--- config.mk ---
export PLATFORM = sky130hd
export DESIGN_NAME = task_packet_arbiter
export DESIGN_NICKNAME = d
export VERILOG_FILES = /design/src/rtl/task_packet_arbiter_pkg.sv /design/src/rtl/id_fifo.sv /design/src/rtl/task_packet_arbiter.sv
export SDC_FILE = /design/constraint.sdc
export NUM_CORES = 1
export LEC_CHECK = 0
export BUFFER_PORTS_ARGS = -buffer_cell sky130_fd_sc_hd__buf_2
export CORE_UTILIZATION = 45
export CTS_CLUSTER_SIZE = 20
export DETAILED_ROUTE_END_ITERATION = 10
export PLACE_DENSITY = 0.81
export SYNTH_ARGS = -nofsm -noshare
export SYNTH_HDL_FRONTEND = slang
export SYNTH_SLANG_ARGS = --single-unit
--- constraint.sdc ---
create_clock -name i_clk -period 4.45 [get_ports i_clk]
set_clock_uncertainty 0.15 [all_clocks]
set_input_delay 1.335 -clock i_clk [delete_from_list [all_inputs] [get_ports i_clk]]
set_output_delay 1.335 -clock i_clk [all_outputs]
set_load 0.01 [all_outputs]
--- src/rtl/task_packet_arbiter_pkg.sv ---
// rtl/task_packet_arbiter_pkg.sv - shared types and helpers for the task packet arbiter
//
// Purpose: arbiter FSM state encoding and the requester-ID width helper,
// imported by the arbiter top and usable by anything that carries owner IDs.
// Ports: none (package).

package task_packet_arbiter_pkg;

  typedef enum logic {
    ST_IDLE = 1'b0,  // waiting for a first beat to grant
    ST_PASS = 1'b1   // forwarding the body of the granted packet
  } arb_state_t;

  // Width of a requester ID; never narrower than one bit so a 1-requester
  // build still has a legal vector.
  function automatic int id_width(input int n);
    return (n > 1) ? $clog2(n) : 1;
  endfunction

endpackage

--- src/rtl/id_fifo.sv ---
// rtl/id_fifo.sv - owner-ID FIFO tagging task results with their requester
//
// Purpose: holds the requester ID of every granted packet, in grant order,
// until the matching result packet's last beat leaves the task.
// Ports:
//   i_clk, i_rst      clock, synchronous active-high reset (empties the FIFO)
//   push, push_id     write an ID
//   pop               drop the head entry
//   full, empty       occupancy flags
//   head              oldest stored ID (stale when empty)

module id_fifo #(
  parameter int WIDTH = 2,
  parameter int DEPTH = 4
) (
  input  logic             i_clk,
  input  logic             i_rst,
  input  logic             push,
  input  logic [WIDTH-1:0] push_id,
  input  logic             pop,
  output logic             full,
  output logic             empty,
  output logic [WIDTH-1:0] head
);

  localparam int AW = $clog2(DEPTH);

  logic [WIDTH-1:0] mem [DEPTH];
  logic [AW-1:0]    wr_ptr;
  logic [AW-1:0]    rd_ptr;
  logic [AW:0]      count;
  logic             push_ok;
  logic             pop_ok;

  assign full  = (count == (AW+1)'(DEPTH));
  assign empty = (count == '0);
  assign head  = mem[rd_ptr];

  // A pop in the same cycle frees the slot, so a push into a full FIFO is
  // legal then; the write lands on the slot being read out this edge.
  assign pop_ok  = pop & ~empty;
  assign push_ok = push & (~full | pop_ok);

  always_ff @(posedge i_clk) begin
    if (i_rst) begin
      wr_ptr <= '0;
      rd_ptr <= '0;
      count  <= '0;
    end else begin
      if (push_ok) begin
        mem[wr_ptr] <= push_id;
        wr_ptr      <= wr_ptr + AW'(1);
      end
      if (pop_ok) begin
        rd_ptr <= rd_ptr + AW'(1);
      end
      case ({push_ok, pop_ok})
        2'b10:   count <= count + (AW+1)'(1);
        2'b01:   count <= count - (AW+1)'(1);
        default: count <= count;
      endcase
    end
  end

endmodule

--- src/rtl/task_packet_arbiter.sv ---
// rtl/task_packet_arbiter.sv - round-robin packet arbiter in front of a shared task
//
// Purpose: grants whole packets from NUM_REQ requesters to one shared task,
// forwards their beats one cycle later, and tags the task's result packets
// with the owning requester ID in grant order.
// Ports:
//   i_clk, i_rst                         clock, synchronous active-high reset
//   i_req_data/valid/first/last          per-requester beat inputs (slice k = requester k)
//   o_req_ready                          per-requester accept
//   o_task_data/valid/first/last         beat stream to the shared task (registered)
//   i_task_data/valid/last               result stream from the task
//   o_out_data/valid/last, o_out_id      tagged result stream (registered)
//   o_err_timeout/framing/orphan         one-cycle error pulses

module task_packet_arbiter
  import task_packet_arbiter_pkg::*;
#(
  parameter int DATA_WIDTH = 8,
  parameter int OUT_WIDTH  = 8,
  parameter int NUM_REQ    = 4,
  parameter int FIFO_DEPTH = 4,
  parameter int TIMEOUT    = 1024
) (
  input  logic                            i_clk,
  input  logic                            i_rst,
  input  logic [NUM_REQ*DATA_WIDTH-1:0]   i_req_data,
  input  logic [NUM_REQ-1:0]              i_req_valid,
  input  logic [NUM_REQ-1:0]              i_req_first,
  input  logic [NUM_REQ-1:0]              i_req_last,
  output logic [NUM_REQ-1:0]              o_req_ready,
  output logic [DATA_WIDTH-1:0]           o_task_data,
  output logic                            o_task_valid,
  output logic                            o_task_first,
  output logic                            o_task_last,
  input  logic [OUT_WIDTH-1:0]            i_task_data,
  input  logic                            i_task_valid,
  input  logic                            i_task_last,
  output logic [OUT_WIDTH-1:0]            o_out_data,
  output logic                            o_out_valid,
  output logic                            o_out_last,
  output logic [id_width(NUM_REQ)-1:0]    o_out_id,
  output logic                            o_err_timeout,
  output logic                            o_err_framing,
  output logic                            o_err_orphan
);

  localparam int IDW = id_width(NUM_REQ);
  localparam int CW  = $clog2(TIMEOUT + 1);

  arb_state_t       state_q, state_d;
  logic [IDW-1:0]   last_grant_q, last_grant_d;
  logic [IDW-1:0]   owner_q, owner_d;
  logic [CW-1:0]    stall_q, stall_d;

  logic [NUM_REQ-1:0]    cand;
  logic [NUM_REQ-1:0]    ready;
  logic [IDW:0]          rr_sum;
  logic                  grant_found;
  logic [IDW-1:0]        grant_idx;
  logic                  acc_valid;
  logic [DATA_WIDTH-1:0] acc_data;
  logic                  acc_first;
  logic                  acc_last;
  logic                  framing_evt;
  logic                  timeout_evt;
  logic                  orphan_evt;

  logic                  fifo_push;
  logic                  fifo_pop;
  logic                  fifo_full;
  logic                  fifo_empty;
  logic [IDW-1:0]        fifo_head;

  id_fifo #(
    .WIDTH (IDW),
    .DEPTH (FIFO_DEPTH)
  ) u_id_fifo (
    .i_clk   (i_clk),
    .i_rst   (i_rst),
    .push    (fifo_push),
    .push_id (grant_idx),
    .pop     (fifo_pop),
    .full    (fifo_full),
    .empty   (fifo_empty),
    .head    (fifo_head)
  );

  always_ff @(posedge i_clk) begin
    if (i_rst) begin
      state_q <= ST_IDLE;
    end else begin
      state_q <= state_d;
    end
  end

  always_comb begin
    state_d      = state_q;
    last_grant_d = last_grant_q;
    owner_d      = owner_q;
    stall_d      = stall_q;
    cand         = i_req_valid & i_req_first;
    ready        = '0;
    rr_sum       = '0;
    grant_found  = 1'b0;
    grant_idx    = '0;
    acc_valid    = 1'b0;
    acc_data     = '0;
    acc_first    = 1'b0;
    acc_last     = 1'b0;
    framing_evt  = 1'b0;
    timeout_evt  = 1'b0;
    fifo_push    = 1'b0;

    case (state_q)
      ST_IDLE: begin
        // Body beats with no packet open are swallowed and flagged; those
        // requesters have first=0 so they are never grant candidates here.
        ready       = i_req_valid & ~i_req_first;
        framing_evt = |ready;

        // Search starts one past the last granted requester and wraps.
        for (int i = 1; i <= NUM_REQ; i++) begin
          rr_sum = {1'b0, last_grant_q} + (IDW+1)'(i);
          if (rr_sum >= (IDW+1)'(NUM_REQ)) begin
            rr_sum = rr_sum - (IDW+1)'(NUM_REQ);
          end
          if (!grant_found && cand[rr_sum[IDW-1:0]]) begin
            grant_found = 1'b1;
            grant_idx   = rr_sum[IDW-1:0];
          end
        end

        // Full FIFO blocks the grant even if a pop frees a slot this cycle.
        if (grant_found && !fifo_full) begin
          ready[grant_idx] = 1'b1;
          acc_valid        = 1'b1;
          acc_data         = i_req_data[grant_idx*DATA_WIDTH +: DATA_WIDTH];
          acc_first        = 1'b1;
          acc_last         = i_req_last[grant_idx];
          fifo_push        = 1'b1;
          last_grant_d     = grant_idx;
          owner_d          = grant_idx;
          stall_d          = '0;
          if (!i_req_last[grant_idx]) begin
            state_d = ST_PASS;
          end
        end
      end

      ST_PASS: begin
        ready[owner_q] = 1'b1;
        if (i_req_valid[owner_q]) begin
          acc_valid   = 1'b1;
          acc_data    = i_req_data[owner_q*DATA_WIDTH +: DATA_WIDTH];
          acc_first   = 1'b0;  // a repeated first mid-packet is demoted
          acc_last    = i_req_last[owner_q];
          framing_evt = i_req_first[owner_q];
          stall_d     = '0;
          if (i_req_last[owner_q]) begin
            state_d = ST_IDLE;
          end
        end else if (stall_q == CW'(TIMEOUT - 1)) begin
          // This is the TIMEOUT-th idle cycle: close the packet for the task.
          timeout_evt = 1'b1;
          acc_valid   = 1'b1;
          acc_last    = 1'b1;
          stall_d     = '0;
          state_d     = ST_IDLE;
        end else begin
          stall_d = stall_q + CW'(1);
        end
      end

      default: state_d = ST_IDLE;
    endcase
  end

  assign o_req_ready = i_rst ? '0 : ready;

  assign fifo_pop   = i_task_valid & i_task_last & ~fifo_empty;
  assign orphan_evt = i_task_valid & fifo_empty;

  always_ff @(posedge i_clk) begin
    if (i_rst) begin
      last_grant_q  <= IDW'(NUM_REQ - 1);
      owner_q       <= '0;
      stall_q       <= '0;
      o_task_data   <= '0;
      o_task_valid  <= 1'b0;
      o_task_first  <= 1'b0;
      o_task_last   <= 1'b0;
      o_out_data    <= '0;
      o_out_valid   <= 1'b0;
      o_out_last    <= 1'b0;
      o_out_id      <= '0;
      o_err_timeout <= 1'b0;
      o_err_framing <= 1'b0;
      o_err_orphan  <= 1'b0;
    end else begin
      last_grant_q  <= last_grant_d;
      owner_q       <= owner_d;
      stall_q       <= stall_d;
      o_task_data   <= acc_data;
      o_task_valid  <= acc_valid;
      o_task_first  <= acc_first;
      o_task_last   <= acc_last;
      o_out_data    <= i_task_valid ? i_task_data : '0;
      o_out_valid   <= i_task_valid;
      o_out_last    <= i_task_valid & i_task_last;
      // Head is sampled before this cycle's pop takes effect.
      o_out_id      <= (i_task_valid && !fifo_empty) ? fifo_head : '0;
      o_err_timeout <= timeout_evt;
      o_err_framing <= framing_evt;
      o_err_orphan  <= orphan_evt;
    end
  end

endmodule
==> parameters.txt <==
Parameter                              Value

Run status
  Run status    complete, but fails checks
  Failing checks    DRC

Detailed routing
  Detail-routed net length per standard cell    14.8 um
  Routed via count    2521
  Antenna Violating Nets Remaining    0
  Total DRC errors in the routed layout    6
  Per-cell via count in the routed design    5.53
  Drt total wl    6.76 mm
  Detailed Routing Iterations Pass 1    7
  Initial DRC Count    99

Place
  Number of buffers inserted by port buffering    85
  Detailed placement HPWL    5.13 mm
  Cell count after placement    440
  Weighted congestion at the end of routability-driven global placement    0.932

Synth
  Share of Yosys cell area claimed by the top area cell type    32.3%
  Leading cell types by total area after synthesis    sky130_fd_sc_hd__dfxtp_1 (32%), sky130_fd_sc_hd__mux2i_1 (9.9%), sky130_fd_sc_hd__mux4_2 (8.2%)
  Share of flip-flops with an asynchronous set or reset after synthesis    0%
  Synthesized Nets    352
  Count of mapped cells out of synthesis    289
  Dominant cell type by area after synthesis    sky130_fd_sc_hd__dfxtp_1
  Ranking of synthesized cells by instance count    sky130_fd_sc_hd__dfxtp_1 (49), sky130_fd_sc_hd__mux2i_1 (30), sky130_fd_sc_hd__nor2_1 (25)
  Synthesized area per cell    10.5 sq um
  Cell with the most instances after synthesis    sky130_fd_sc_hd__dfxtp_1
  Post-synth EDFFs    8
  Sequential-to-total area share from yosys stat    40.3%
  Summed instance area of the synthesized netlist    0.00303 sq mm
  Seq cells post-synth    57
  Main flop type after synthesis    sky130_fd_sc_hd__dfxtp_1
  Netlist cell types    53
  Synthesis Warnings    0

Clock network
  CTS root buf    sky130_fd_sc_hd__clkbuf_8
  # clock sinks    57
  Total clock buffers created by CTS    9
  Max Buffers Root-to-Sink    2
  Post-CTS Hold Buffers    0
  H-Tree Depth    3
  Clock transition at path regs    60 ps
  Worst-skew pair later-pin latency    340 ps
  PostCTS Resize Cnt    0
  CTS tree    built
  Buffers inserted during post-CTS setup optimization    0

Power
  Total power per unit cell area    436 mW/mm^2
  Static leakage    0.00164 uW
  Worst voltage drop across the vdd grid    152 uV

Critical path
  Critical-path top delay cell    sky130_fd_sc_hd__a211oi_1
  Worst-path maximum fanout    6
  Crit path DAT    2870 ps
  Endpoint kind of the worst setup timing path    primary output
  Setup Crit Path Kind    in2out
  Critical path required time    2960 ps
  Total buffers and inverters traversed by the critical path    2
  Critical path launch point type    input port
  Most used cell along the critical path    sky130_fd_sc_hd__buf_2
  Maximum single-stage delay on the critical path    340 ps
  Critical-path cell list    buf_2 -> and4bb_1 -> a41oi_1 -> a32oi_2 -> a311oi_1 -> a211oi_1 -> buf_2
  Crit path max-delay family    compound AO/OA/AOI/OAI gates

Timing
  Total negative slack for setup checks    0 ps
  Final setup viols    0
  Worst slew margin relative to its limit    43.2%
  Tcrit/Tclk final    97.8%
  Tightest Pin Transition    846 ps
  Fin. max-slew vios    0
  RSZ-0062 raised after global routing    false
  Maximum clock frequency    230 MHz
  Minimum clock period    4350 ps
  Total count of hold-check failures in the final report    0

Die
  Floorplan die height    84.1 um
  Placeable Area    0.00642 sq mm
  Effective utilization at floorplan    47.2%
  Number of core rows    29
  Die area    0.00707 sq mm
  Chip width    84.1 um
  Top-level I/O count    86

Layout
  Fraction of layout cells with a size suffix above 1    32.2%
  Area delta synth->final    21.9%
  Count of non-filler cells in the finished layout    456
  Fillers    554
  Final Net Count    437
  Sequential Area    0.00122 sq mm
  Multi-input gate area in the final layout    0.00171 sq mm
  Antenna diodes    0

Global route
  Wire length of the first global-routing pass    11.0 mm
  Via count of the first global-routing pass    2444
  Largest net degree at the start of global routing    20
  Total congestion overflow after global routing    0
  Global Route Usage Sum    20.0%
  Antenna violations before repair    0

Job
  Maxcap violations    0

Worst hold path
  Classification of the worst-slack hold path    reg2reg
[layer usage]
metal | wire (um) | GRT usage, % | up-vias | part of all wire (%)
met1 | 2910 | 23.3 | 1203 | 43
met5 | 0 | 0 | - | 0
met4 | 139 | 10.8 | 0 | 2.1
met3 | 274 | 3.66 | 11 | 4.1
li1 | - | - | 1247 | -
met2 | 3440 | 34.6 | 60 | 51
[metrics by stage]
step           power, uW  cell area [sq um]  hold slack (ps)  utilization, %  setup WS [ps]
2_1_floorplan       1010               3030              302               -            346
3_3_place_gp        1130               3500              321            54.5            151
3_5_place_dp        1150               3500              328            54.5            100
4_1_cts             1630               3700              343            57.6           86.6
5_1_grt             1700               3700              361            57.6           4.10
6_report            1610               3700              343            57.6           97.3
[final cells by class]
cell class                 count  share of cell area (%)
inverter                       6                   0.609
multi-input combinational    211                    46.1
timing repair buffer          89                    12.3
clock inverter                 5                    1.49
clock buffer                  11                    3.82
sequential                    57                    33.0
tap                           77                    2.60
[path summary, 6_finish.rpt]
kind                      start            endpoint  slack (ps)  cells after the start
max              i_req_first[1]      o_req_ready[3]         100                      7
min                 stall_q[10]         stall_q[10]         340                      1
max reg2reg  u_id_fifo.count[0]  u_id_fifo.count[2]        1900                      8
min reg2reg         stall_q[10]         stall_q[10]         340                      1
[worst register-to-register path, cell delays in order, from the launching register on]
cell	delay, ps
sky130_fd_sc_hd__dfxtp_1	440
sky130_fd_sc_hd__nor3b_1	110
sky130_fd_sc_hd__nor2_1	130
sky130_fd_sc_hd__nand2_1	250
sky130_fd_sc_hd__ha_1	320
sky130_fd_sc_hd__fa_1	440
sky130_fd_sc_hd__xnor2_1	140
sky130_fd_sc_hd__or3_1	320
sky130_fd_sc_hd__a21oi_1	160
[sequential cells by signal, indices dropped and copies added (netlist names)]
name and count:
stall_q 11, o_task_last 1, o_task_first 1, o_out_valid 1, o_task_data 8, o_out_last 1, o_err_framing 1, state_q 1
u_id_fifo.wr_ptr 2, u_id_fifo.mem 8, o_out_data 8, last_grant_q 2, o_err_timeout 1, o_err_orphan 1, o_out_id 2, u_id_fifo.rd_ptr 2
o_task_valid 1, u_id_fifo.count 3, owner_q 2
[logic make-up after synthesis]
kind of cell | after synthesis | share of synthesized area [%]
flops | 57 | 40.3
compound gates | 54 | 13.2
xor+xnor | 6 | 1.73
simple gates | 101 | 18.0
buf+inv | 21 | 3.84
fa+ha+maj | 7 | 3.14
mux | 43 | 19.8
[power by group]
part | internal [uW] | switching, uW | total (uW)
sequential | 597 | 67.4 | 664
clock | 273 | 203 | 476
combinational | 232 | 242 | 474
total | 1100 | 513 | 1610
[placed cells by master, fill, tap and decap left out, drive strengths merged, types with 2 or more instances in the layout]
cell type,n
nand2,20
o21ai,13
inv,7
xor2,3
a21oi,8
nor2,26
and2,14
ha,6
a311oi,5
dfxtp,49
a22o,13
or3,2
o41ai,2
nor3b,2
mux4,13
nor3,11
edfxtp,8
xnor2,3
and3,4
clkbuf,11
clkinv,3
a21o,2
nand3b,2
a22oi,3
nand3,4
buf,89
nor2b,7
mux2i,30
nand2b,2
No activity file was read; power rests on OpenSTA's default activity.
